**config.mk**
```make
export PLATFORM = sky130hd
export DESIGN_NAME = conv_stream_ctrl
export DESIGN_NICKNAME = d
export VERILOG_FILES = /design/src/rtl/conv_stream_ctrl.sv
export SDC_FILE = /design/constraint.sdc
export NUM_CORES = 1
export LEC_CHECK = 0
export ABC_CLOCK_PERIOD_IN_PS = 3250
export CELL_PAD_IN_SITES_DETAIL_PLACEMENT = 0
export CELL_PAD_IN_SITES_GLOBAL_PLACEMENT = 2
export CORE_UTILIZATION = 29
export DETAILED_ROUTE_END_ITERATION = 16
export PLACE_DENSITY_LB_ADDON = 0.15
export SETUP_SLACK_MARGIN = 0.15
export SLEW_MARGIN = 5
export SYNTH_ARGS = -nofsm -noshare
export SYNTH_HDL_FRONTEND = slang
export SYNTH_SLANG_ARGS = --single-unit
```
**constraint.sdc**
```tcl
create_clock -name clk -period 3.25 [get_ports clk]
set_input_delay 0.325 -clock clk [delete_from_list [all_inputs] [get_ports clk]]
set_output_delay 0.325 -clock clk [all_outputs]
set_load 0.1 [all_outputs]
```
**src/rtl/conv_stream_ctrl.sv**
```systemverilog
// conv_stream_ctrl: frame sequencer wrapped around a streaming convolution
// datapath. It clears the datapath history once per frame, meters input
// samples into the datapath one at a time, and presents each result on a
// valid/ready output stream. A warm flag marks results computed before the
// receptive field has filled. The datapath values themselves pass straight
// through: conv_x is s_data and m_data is conv_y.
module conv_stream_ctrl #(
    parameter int unsigned DATA_W = 8,
    parameter int unsigned LEN_W  = 8,
    parameter int unsigned RF     = 5
) (
    input  logic              clk,
    input  logic              reset,
    input  logic              start,
    input  logic [LEN_W-1:0]  frame_len,
    input  logic              s_valid,
    input  logic [DATA_W-1:0] s_data,
    output logic              s_ready,
    output logic              conv_clr,
    output logic              conv_en,
    output logic [DATA_W-1:0] conv_x,
    input  logic [DATA_W-1:0] conv_y,
    output logic              m_valid,
    output logic [DATA_W-1:0] m_data,
    input  logic              m_ready,
    output logic              m_warm,
    output logic              busy,
    output logic              done
);

    typedef enum logic [1:0] {
        S_IDLE  = 2'd0,
        S_CLEAR = 2'd1,
        S_RUN   = 2'd2,
        S_DRAIN = 2'd3
    } state_t;

    // Results with out_cnt below this were computed on a partially filled window.
    localparam logic [LEN_W-1:0] WARM_OUTS = LEN_W'(RF - 1);
    localparam logic [LEN_W-1:0] ONE       = LEN_W'(1);

    state_t             state_q, state_d;
    logic [LEN_W-1:0]   len_q, len_d;
    logic [LEN_W-1:0]   in_cnt_q, in_cnt_d;
    logic [LEN_W-1:0]   out_cnt_q, out_cnt_d;
    logic               m_valid_q, m_valid_d;

    logic               in_fire;
    logic               out_fire;
    logic               last_in;
    logic               last_out;

    // Handshake qualifiers shared by the next-state, counter and output logic.
    always_comb begin
        out_fire = m_valid_q && m_ready;
        // Accept a sample only when the single output slot is free or is
        // being emptied this cycle; this keeps 1 sample/cycle under m_ready=1
        // and freezes the datapath while the consumer stalls.
        s_ready  = (state_q == S_RUN) && (in_cnt_q < len_q) && (!m_valid_q || m_ready);
        in_fire  = s_valid && s_ready;
        last_in  = in_fire && (in_cnt_q == len_q - ONE);
        last_out = out_fire && (out_cnt_q == len_q - ONE);
    end

    // State register.
    // NOTE: sequential state uses non-blocking assignments so every flop samples
    // pre-edge values; blocking here would create order-dependent races.
    always_ff @(posedge clk or negedge reset) begin
        if (!reset) begin
            state_q <= S_IDLE;
        end else begin
            state_q <= state_d;
        end
    end

    // Next-state logic.
    // NOTE: every combinational output gets a default before the case so no
    // path leaves it unassigned; a missing default would infer a latch.
    always_comb begin
        state_d = state_q;
        unique case (state_q)
            S_IDLE:  if (start)            state_d = S_CLEAR;
            S_CLEAR: state_d = (len_q == '0) ? S_IDLE : S_RUN;
            S_RUN:   if (last_in)          state_d = S_DRAIN;
            S_DRAIN: if (last_out)         state_d = S_IDLE;
            default:                       state_d = S_IDLE;
        endcase
    end

    // Frame length latch, sample counters and the output-valid flag.
    always_ff @(posedge clk or negedge reset) begin
        if (!reset) begin
            len_q     <= '0;
            in_cnt_q  <= '0;
            out_cnt_q <= '0;
            m_valid_q <= 1'b0;
        end else begin
            len_q     <= len_d;
            in_cnt_q  <= in_cnt_d;
            out_cnt_q <= out_cnt_d;
            m_valid_q <= m_valid_d;
        end
    end

    // Counter / valid next values: a new frame restarts everything, otherwise
    // each input accept and each output accept advances its own counter.
    always_comb begin
        len_d     = len_q;
        in_cnt_d  = in_cnt_q;
        out_cnt_d = out_cnt_q;
        m_valid_d = m_valid_q;
        if (state_q == S_IDLE) begin
            if (start) begin
                len_d     = frame_len;
                in_cnt_d  = '0;
                out_cnt_d = '0;
                m_valid_d = 1'b0;
            end
        end else begin
            if (in_fire) begin
                in_cnt_d = in_cnt_q + ONE;
            end
            if (out_fire) begin
                out_cnt_d = out_cnt_q + ONE;
            end
            // A simultaneous input accept refills the slot being emptied.
            if (in_fire) begin
                m_valid_d = 1'b1;
            end else if (out_fire) begin
                m_valid_d = 1'b0;
            end
        end
    end

    // Output decode.
    always_comb begin
        conv_clr = (state_q == S_CLEAR);
        conv_en  = in_fire;
        conv_x   = s_data;
        m_valid  = m_valid_q;
        m_data   = conv_y;
        m_warm   = m_valid_q && (out_cnt_q < WARM_OUTS);
        busy     = (state_q != S_IDLE);
        done     = ((state_q == S_CLEAR) && (len_q == '0))
                || ((state_q == S_DRAIN) && last_out);
    end

endmodule
```
==> impl_metrics.env, run 1 <==
export IMPL_status="finished with violations"
export IMPL_violations="design-rule violations"
export IMPL_path_cells="inv_2 -> ha_4 -> or3b_4 -> a2111oi_4 -> o2111ai_2 -> a2111oi_4 -> a21oi_2 -> nor2b_4 -> buf_12"
export IMPL_synth_distinct_cells=42
export IMPL_synthAdderAreaFrac_pct=7.68
export IMPL_cpMostUsedCell="a2111oi_4"
export IMPL_firstDrtPassIters=10
export IMPL_final_cell_mix="dfrtp_1, nand2_1, nor2_1, xnor2_1, clkdlybuf4s50_1"
export IMPL_ys_seq_elements=27
export IMPL_max_freq_mhz=335
export IMPL_clock_sinks=27
export IMPL_hp_class="in -> async"
export IMPL_drt_wirelength_per_cell_um=15.9
export IMPL_synth_top_area_share_pct=34.6
export IMPL_slowest_stage="dfrtp_1"
export IMPL_relSlewSlack_pct=35.6
export IMPL_numCtsBuffers=3
export IMPL_synth_yosys_seq_area_share_pct=34.6
export IMPL_postCtsHoldBufs=0
export IMPL_power_density_nw_per_um2=244
export IMPL_crit_path_max_incr_delay_ns=0.41
export IMPL_avgViaCountPerCell=5.15
export IMPL_initial_core_util_pct=30.4
export IMPL_maxCapViolations=0
export IMPL_cts_tree="yes"
export IMPL_overflow=0
export IMPL_synth_top_family_by_area="simple AND/OR/NAND/NOR gates"
export IMPL_async_flop_share_pct=100
export IMPL_finalPower_uw=559
export IMPL_place_area_um2=2170
export IMPL_rsz0062_at_grt="no"
export IMPL_grt_pass1_vias=1638
export IMPL_final_area_um2=2290
export IMPL_portBuffers=19
export IMPL_ios=52
export IMPL_finClkSkew_ns=0.00346
export IMPL_drt_iter0_markers=111
export IMPL_setup_violations=0
export IMPL_finalHoldViolations=0
export IMPL_antenna_found_initial=0
export IMPL_yosys_most_used_dff="dfrtp_1"
export IMPL_synth_edff_count=0
export IMPL_period_share_pct=91.7
export IMPL_ant_nets=0
export IMPL_synth_simple_area_share_pct=20.8
export IMPL_crit_fanout=4
export IMPL_syn_num_nets=259
export IMPL_drc=8
export IMPL_fp_dieArea_um2=7070
export IMPL_leakage_uw=0.000990
export IMPL_synth_compound_gate_area_share_pct=12.9
export IMPL_fin_nets=268
export IMPL_clockBufferDepth=2
export IMPL_synth_cells=218
export IMPL_fillers=681
export IMPL_grtUsageTotal_pct=14.4
export IMPL_peakVddDrop_v=0.000128
export IMPL_grt_max_degree=28
export IMPL_synth_area_top_cells="dfrtp_1, ha_1, buf_4"
export IMPL_cp_start_kind="flip-flop"
export IMPL_yosysWarnings=0
export IMPL_cp_required_ns=2.92
export IMPL_core_area_um2=6420
export IMPL_fp_dieW_um=84.1
export IMPL_setup_tns_ns=0
export IMPL_grt_pass1_wl_mm=8.00
export IMPL_post_route_min_period_ns=2.98
export IMPL_avgSynthCellArea_um2=8.97
export IMPL_drive_above_1_share_pct=13.3
export IMPL_routabilityCongestion=0.810
export IMPL_clock_tree_root_cell="clkbuf_8"
export IMPL_area_delta_synth_final_pct=17.2
export IMPL_slew_viol_final=0
export IMPL_final_common_cell="dfrtp_1"
export IMPL_syn_area_um2=1950
export IMPL_crit_type="reg -> out"
export IMPL_diodes=0
export IMPL_die_y_um=84.1
export IMPL_synth_area_mux_share_pct=4.80
export IMPL_cts_clk_slew_worst_paths_ns=0.10
export IMPL_drt_wl_total_mm=4.82
export IMPL_clk_latency_ns=0.27
export IMPL_yosys_area_top_type="dfrtp_1"
export IMPL_crit_path_end_kind="primary output"
export IMPL_dp_hpwl_mm=3.73
export IMPL_ctsHtreeMaxLevel=1
export IMPL_synth_xor_area_share_pct=9.86
export IMPL_tightest_slew_ns=0.963
export IMPL_row_count=29
export IMPL_cp_arrival_ns=2.66
export IMPL_num_vias=1561
layer usage:
metal	global-route usage (%)	routed length, um	vias up
met5	0	0	-
met2	24.1	2300	23
li1	-	-	768
met1	19.1	2280	764
met3	2.18	197	6
met4	4.55	40	0
final cells by class:
class	count	area, um2	area share (%)
Clock buffer	4	45.0	1.97
Inverter	11	41.3	1.80
Multi-Input combinational cell	158	1180	51.5
Sequential cell	27	676	29.5
Tap cell	77	96.3	4.21
Timing Repair Buffer	26	253	11.0
report_power, final:
part	switching [uW]	total, uW	leakage (uW)	internal, uW
Sequential	0	336	0.000325	336
Clock	113	201	0.0000228	88.0
Combinational	9.45	23.0	0.000642	13.5
cell families (layout without fill, tap and decap cells):
| family | count (synthesis) | in the layout |
|---|---|---|
| AOI/OAI and AO/OA | 36 | 36 |
| muxes | 9 | 9 |
| DFF | 27 | 27 |
| xor gates and xnor gates | 22 | 22 |
| and+or+nand+nor | 79 | 79 |
| buffers and inverters | 33 | 41 |
| adders and majority gates | 12 | 12 |
critical path, delay by kind of cell, from the launching register on:
| kind | cells | cell delay [ns] |
|---|---|---|
| AND/OR/NAND/NOR | 2 | 0.54 |
| buffers and inverters | 2 | 0.27 |
| flip-flops | 1 | 0.41 |
| AO/OA/AOI/OAI | 4 | 1.02 |
| adder cells (fa/ha/maj) | 1 | 0.15 |
stage by stage:
step | setup slack (ns) | util, % | cells | hold WS [ns]
floorplan | 0.150 | - | 218 | 0.0294
global placement | 0.370 | 33.8 | 297 | 0.517
detailed placement | 0.294 | 33.8 | 297 | 0.541
CTS | 0.156 | 34.9 | 301 | 0.436
global route | 0.143 | 35.7 | 303 | 0.455
finish | 0.269 | 35.7 | 303 | 0.425
flip-flops by register name, summed over array words and instances (netlist names), named ones only:
name and flops:
in_cnt_q 8, len_q 8, out_cnt_q 8, m_valid 1
state_q 1
timing repair:
item / CTS / global route
pin swaps: 2 / 4
gates resized for setup: 4 / 7
setup buffers: 0 / 2
setup endpoints to repair: 1 / 1
path summary, 6_finish.rpt:
kind / to / start / cells after the start / slack, ns
setup / recovery: done / len_q[1]$_DFFE_PN0P_ / 9 / 0.27
hold / removal: out_cnt_q[4]$_DFFE_PN0P_ / reset / 2 / 0.42
setup reg to reg: in_cnt_q[2]$_DFFE_PN0P_ / len_q[3]$_DFFE_PN0P_ / 8 / 0.51
hold reg to reg: out_cnt_q[7]$_DFFE_PN0P_ / out_cnt_q[7]$_DFFE_PN0P_ / 1 / 0.55
max in group asynchronous: in_cnt_q[4]$_DFFE_PN0P_ / reset / 2 / 2.56
min in group clk: out_cnt_q[7]$_DFFE_PN0P_ / out_cnt_q[7]$_DFFE_PN0P_ / 1 / 0.55
synthesized netlist by cell type, types with 2 or more instances:
cell and number:
o21ai_0 11, nand2b_1 4, a31oi_1 3, and4_1 2, nand2_1 24, and3_1 5
xor2_1 9, nand4_1 3, a21oi_1 2, dfrtp_1 27, a2111oi_2 2, inv_1 11
clkbuf_1 6, nand3_1 10, nor2b_1 4, a211o_1 2, buf_4 16, o2111ai_1 2
mux2i_1 6, ha_1 12, nor2_1 13, nor4_1 6, o211ai_1 2, o21ai_1 4
xnor2_1 13, mux2_1 2, a22o_1 2
No activity file was read; power rests on OpenSTA's default activity.
==> run 2, diff against run 1 <==
--- a/config.mk
+++ b/config.mk
@@ -5,10 +5,10 @@
 export SDC_FILE = /design/constraint.sdc
 export NUM_CORES = 1
 export LEC_CHECK = 0
-export ABC_CLOCK_PERIOD_IN_PS = 3250
+export ABC_CLOCK_PERIOD_IN_PS = 3540
 export CELL_PAD_IN_SITES_DETAIL_PLACEMENT = 0
 export CELL_PAD_IN_SITES_GLOBAL_PLACEMENT = 2
-export CORE_UTILIZATION = 29
+export CORE_UTILIZATION = 31
 export DETAILED_ROUTE_END_ITERATION = 16
 export PLACE_DENSITY_LB_ADDON = 0.15
 export SETUP_SLACK_MARGIN = 0.15
==> constraint.sdc (replaced) <==
create_clock -name clk -period 3.54 [get_ports clk]
set_input_delay 0.354 -clock clk [delete_from_list [all_inputs] [get_ports clk]]
set_output_delay 0.354 -clock clk [all_outputs]
set_load 0.1 [all_outputs]
==> run 2 against run 1 <==
  * The run now ends clean
  * Worst hold slack gained 0.033 ns
  * Core utilization rose by 1.2 points
  * Clock power decreased by 8%
  * Critical path depth unchanged
  * Sequential cell count unchanged
  * Routed wire length decreased by 3.4%
  * Cell area fell by 3.7%
  * Clock-buffer cell count did not move
  * Cell count fell by 2.0%
  * Setup slack gained 0.11 ns
  * Clock skew is 0.0031 ns higher
  * Register-to-register slack improved by 0.22 ns
  * Highest routed layer unchanged
==> impl_metrics.env, run 2 (synthesis gave the netlist of run 1 again) <==
export IMPL_status="finished clean"
export IMPL_max_freq_mhz=317
export IMPL_tightest_slew_ns=0.965
export IMPL_pwr_share_comb_pct=4.1
export IMPL_initial_core_util_pct=32.6
export IMPL_final_area_um2=2210
export IMPL_cts_clk_slew_worst_paths_ns=0.10
export IMPL_setup_violations=0
export IMPL_crit_fanout=4
export IMPL_routabilityCongestion=0.784
export IMPL_core_area_um2=5990
export IMPL_area_delta_synth_final_pct=12.9
export IMPL_setup_tns_ns=0
export IMPL_drt_wirelength_per_cell_um=15.7
export IMPL_maxCapViolations=0
export IMPL_clock_tree_root_cell="clkbuf_8"
export IMPL_clk_latency_ns=0.28
export IMPL_diodes=0
export IMPL_clockBufferDepth=2
export IMPL_hp_class="in -> async"
export IMPL_finalPower_uw=513
export IMPL_ios=52
export IMPL_layout_area_seq_um2=676
export IMPL_drt_wl_total_mm=4.65
export IMPL_fp_dieArea_um2=6630
export IMPL_leakage_uw=0.000965
export IMPL_drt_iter0_markers=62
export IMPL_relSlewSlack_pct=35.5
export IMPL_grt_pass1_wl_mm=7.54
export IMPL_ctsHtreeMaxLevel=1
export IMPL_avgViaCountPerCell=5.20
export IMPL_dp_hpwl_mm=3.64
export IMPL_grt_pass1_vias=1528
export IMPL_slew_viol_final=0
export IMPL_fillers=635
export IMPL_post_route_min_period_ns=3.16
export IMPL_cp_start_kind="flip-flop"
export IMPL_num_vias=1543
export IMPL_seqPwrFrac_pct=60.0
export IMPL_final_common_cell="dfrtp_1"
export IMPL_numCtsBuffers=3
export IMPL_die_y_um=81.4
export IMPL_final_cell_mix="dfrtp_1, nand2_1, clkdlybuf4s50_1"
export IMPL_cp_arrival_ns=2.80
export IMPL_crit_path_end_kind="primary output"
export IMPL_portBuffers=19
export IMPL_crit_type="reg -> out"
export IMPL_ant_nets=0
export IMPL_p_int_uw=401
export IMPL_drc=0
export IMPL_drive_above_1_share_pct=7.66
export IMPL_fin_nets=264
export IMPL_antenna_found_initial=0
export IMPL_clock_sinks=27
export IMPL_peakVddDrop_v=0.000166
export IMPL_p_sw_uw=112
export IMPL_p_clk_share_pct=35.9
export IMPL_period_share_pct=89.2
export IMPL_cp_required_ns=3.19
export IMPL_fin_worst_hold_slack_ns=0.458
export IMPL_multi_input_area_um2=1120
export IMPL_grtUsageTotal_pct=15.3
export IMPL_firstDrtPassIters=4
export IMPL_power_density_nw_per_um2=233
export IMPL_place_area_um2=2140
export IMPL_finalHoldViolations=0
export IMPL_fp_dieW_um=81.4
export IMPL_grt_max_degree=28
export IMPL_fin_ws_ns=0.383
export IMPL_row_count=28
export IMPL_rsz0062_at_grt="no"
export IMPL_finClkSkew_ns=0.00653
export IMPL_place_ws_ns=0.530
export IMPL_cts_tree="yes"
export IMPL_overflow=0
export IMPL_largestRegisters="in_cnt_q: 8 flops, len_q: 8 flops, out_cnt_q: 8 flops"
export IMPL_p_sw_share_pct=21.8
export IMPL_post_cts_buffers=0
-- run 2: changes by cell type in the layout (fill, tap and decap cells not counted), sizes merged --
cell and change:
clkdlybuf4s50 +2, buf -6
-- run 2: path summary, 6_finish.rpt --
path                                     startpoint                        to  slack, ns  cells past startpoint
max                            len_q[0]$_DFFE_PN0P_                      done       0.38                      9
min                                           reset      len_q[6]$_DFFE_PN0P_       0.46                      2
max reg2reg                    len_q[3]$_DFFE_PN0P_   in_cnt_q[2]$_DFFE_PN0P_       0.73                      8
min reg2reg                out_cnt_q[7]$_DFFE_PN0P_  out_cnt_q[7]$_DFFE_PN0P_       0.54                      1
max in group asynchronous                     reset      len_q[2]$_DFFE_PN0P_       2.81                      2
min in group clk           out_cnt_q[7]$_DFFE_PN0P_  out_cnt_q[7]$_DFFE_PN0P_       0.54                      1
-- run 2: cell type report --
class,instances,area share (%)
timing repair buffer,22,10.3
multi-input combinational,158,50.9
tap,75,4.25
clock buffer,4,2.04
inverter,11,1.87
sequential,27,30.6
-- run 2: metal layers --
| metal | share of wire [%] | track usage [%] |
|---|---|---|
| met1 | 48 | 20.6 |
| met2 | 46 | 24.8 |
| met3 | 5.5 | 2.36 |
| met4 | 0.95 | 5.00 |
| met5 | 0 | 0 |
-- run 2: power by group through the flow --
stage	Sequential, uW	Clock, uW	Combinational, uW
after global routing	308	201	23.1
after global placement	314	0	21.4
final	308	184	21.1
after floorplan	314	0	85.6
after detailed placement	314	0	21.7
after CTS	308	193	21.9
-- run 2: what timing repair did --
action	CTS	global route
hold buffers	0	0
endpoints found under the setup margin	0	1
resized for setup	0	2
-- run 2: worst max-delay path: stages, from the launching register on --
cell       delay [ns]
dfrtp_1          0.43
inv_1            0.12
ha_1             0.23
or3b_1           0.39
a2111oi_2        0.32
o2111ai_1        0.22
a2111oi_4        0.33
a21oi_1          0.14
nor2b_2          0.17
buf_12           0.19
-- run 2: stage by stage --
step | util, % | instances
final | 36.8 | 297
after global routing | 36.8 | 297
after CTS | 36.5 | 297
after detailed placement | 35.8 | 293
after global placement | 35.8 | 293
after floorplan | - | 218
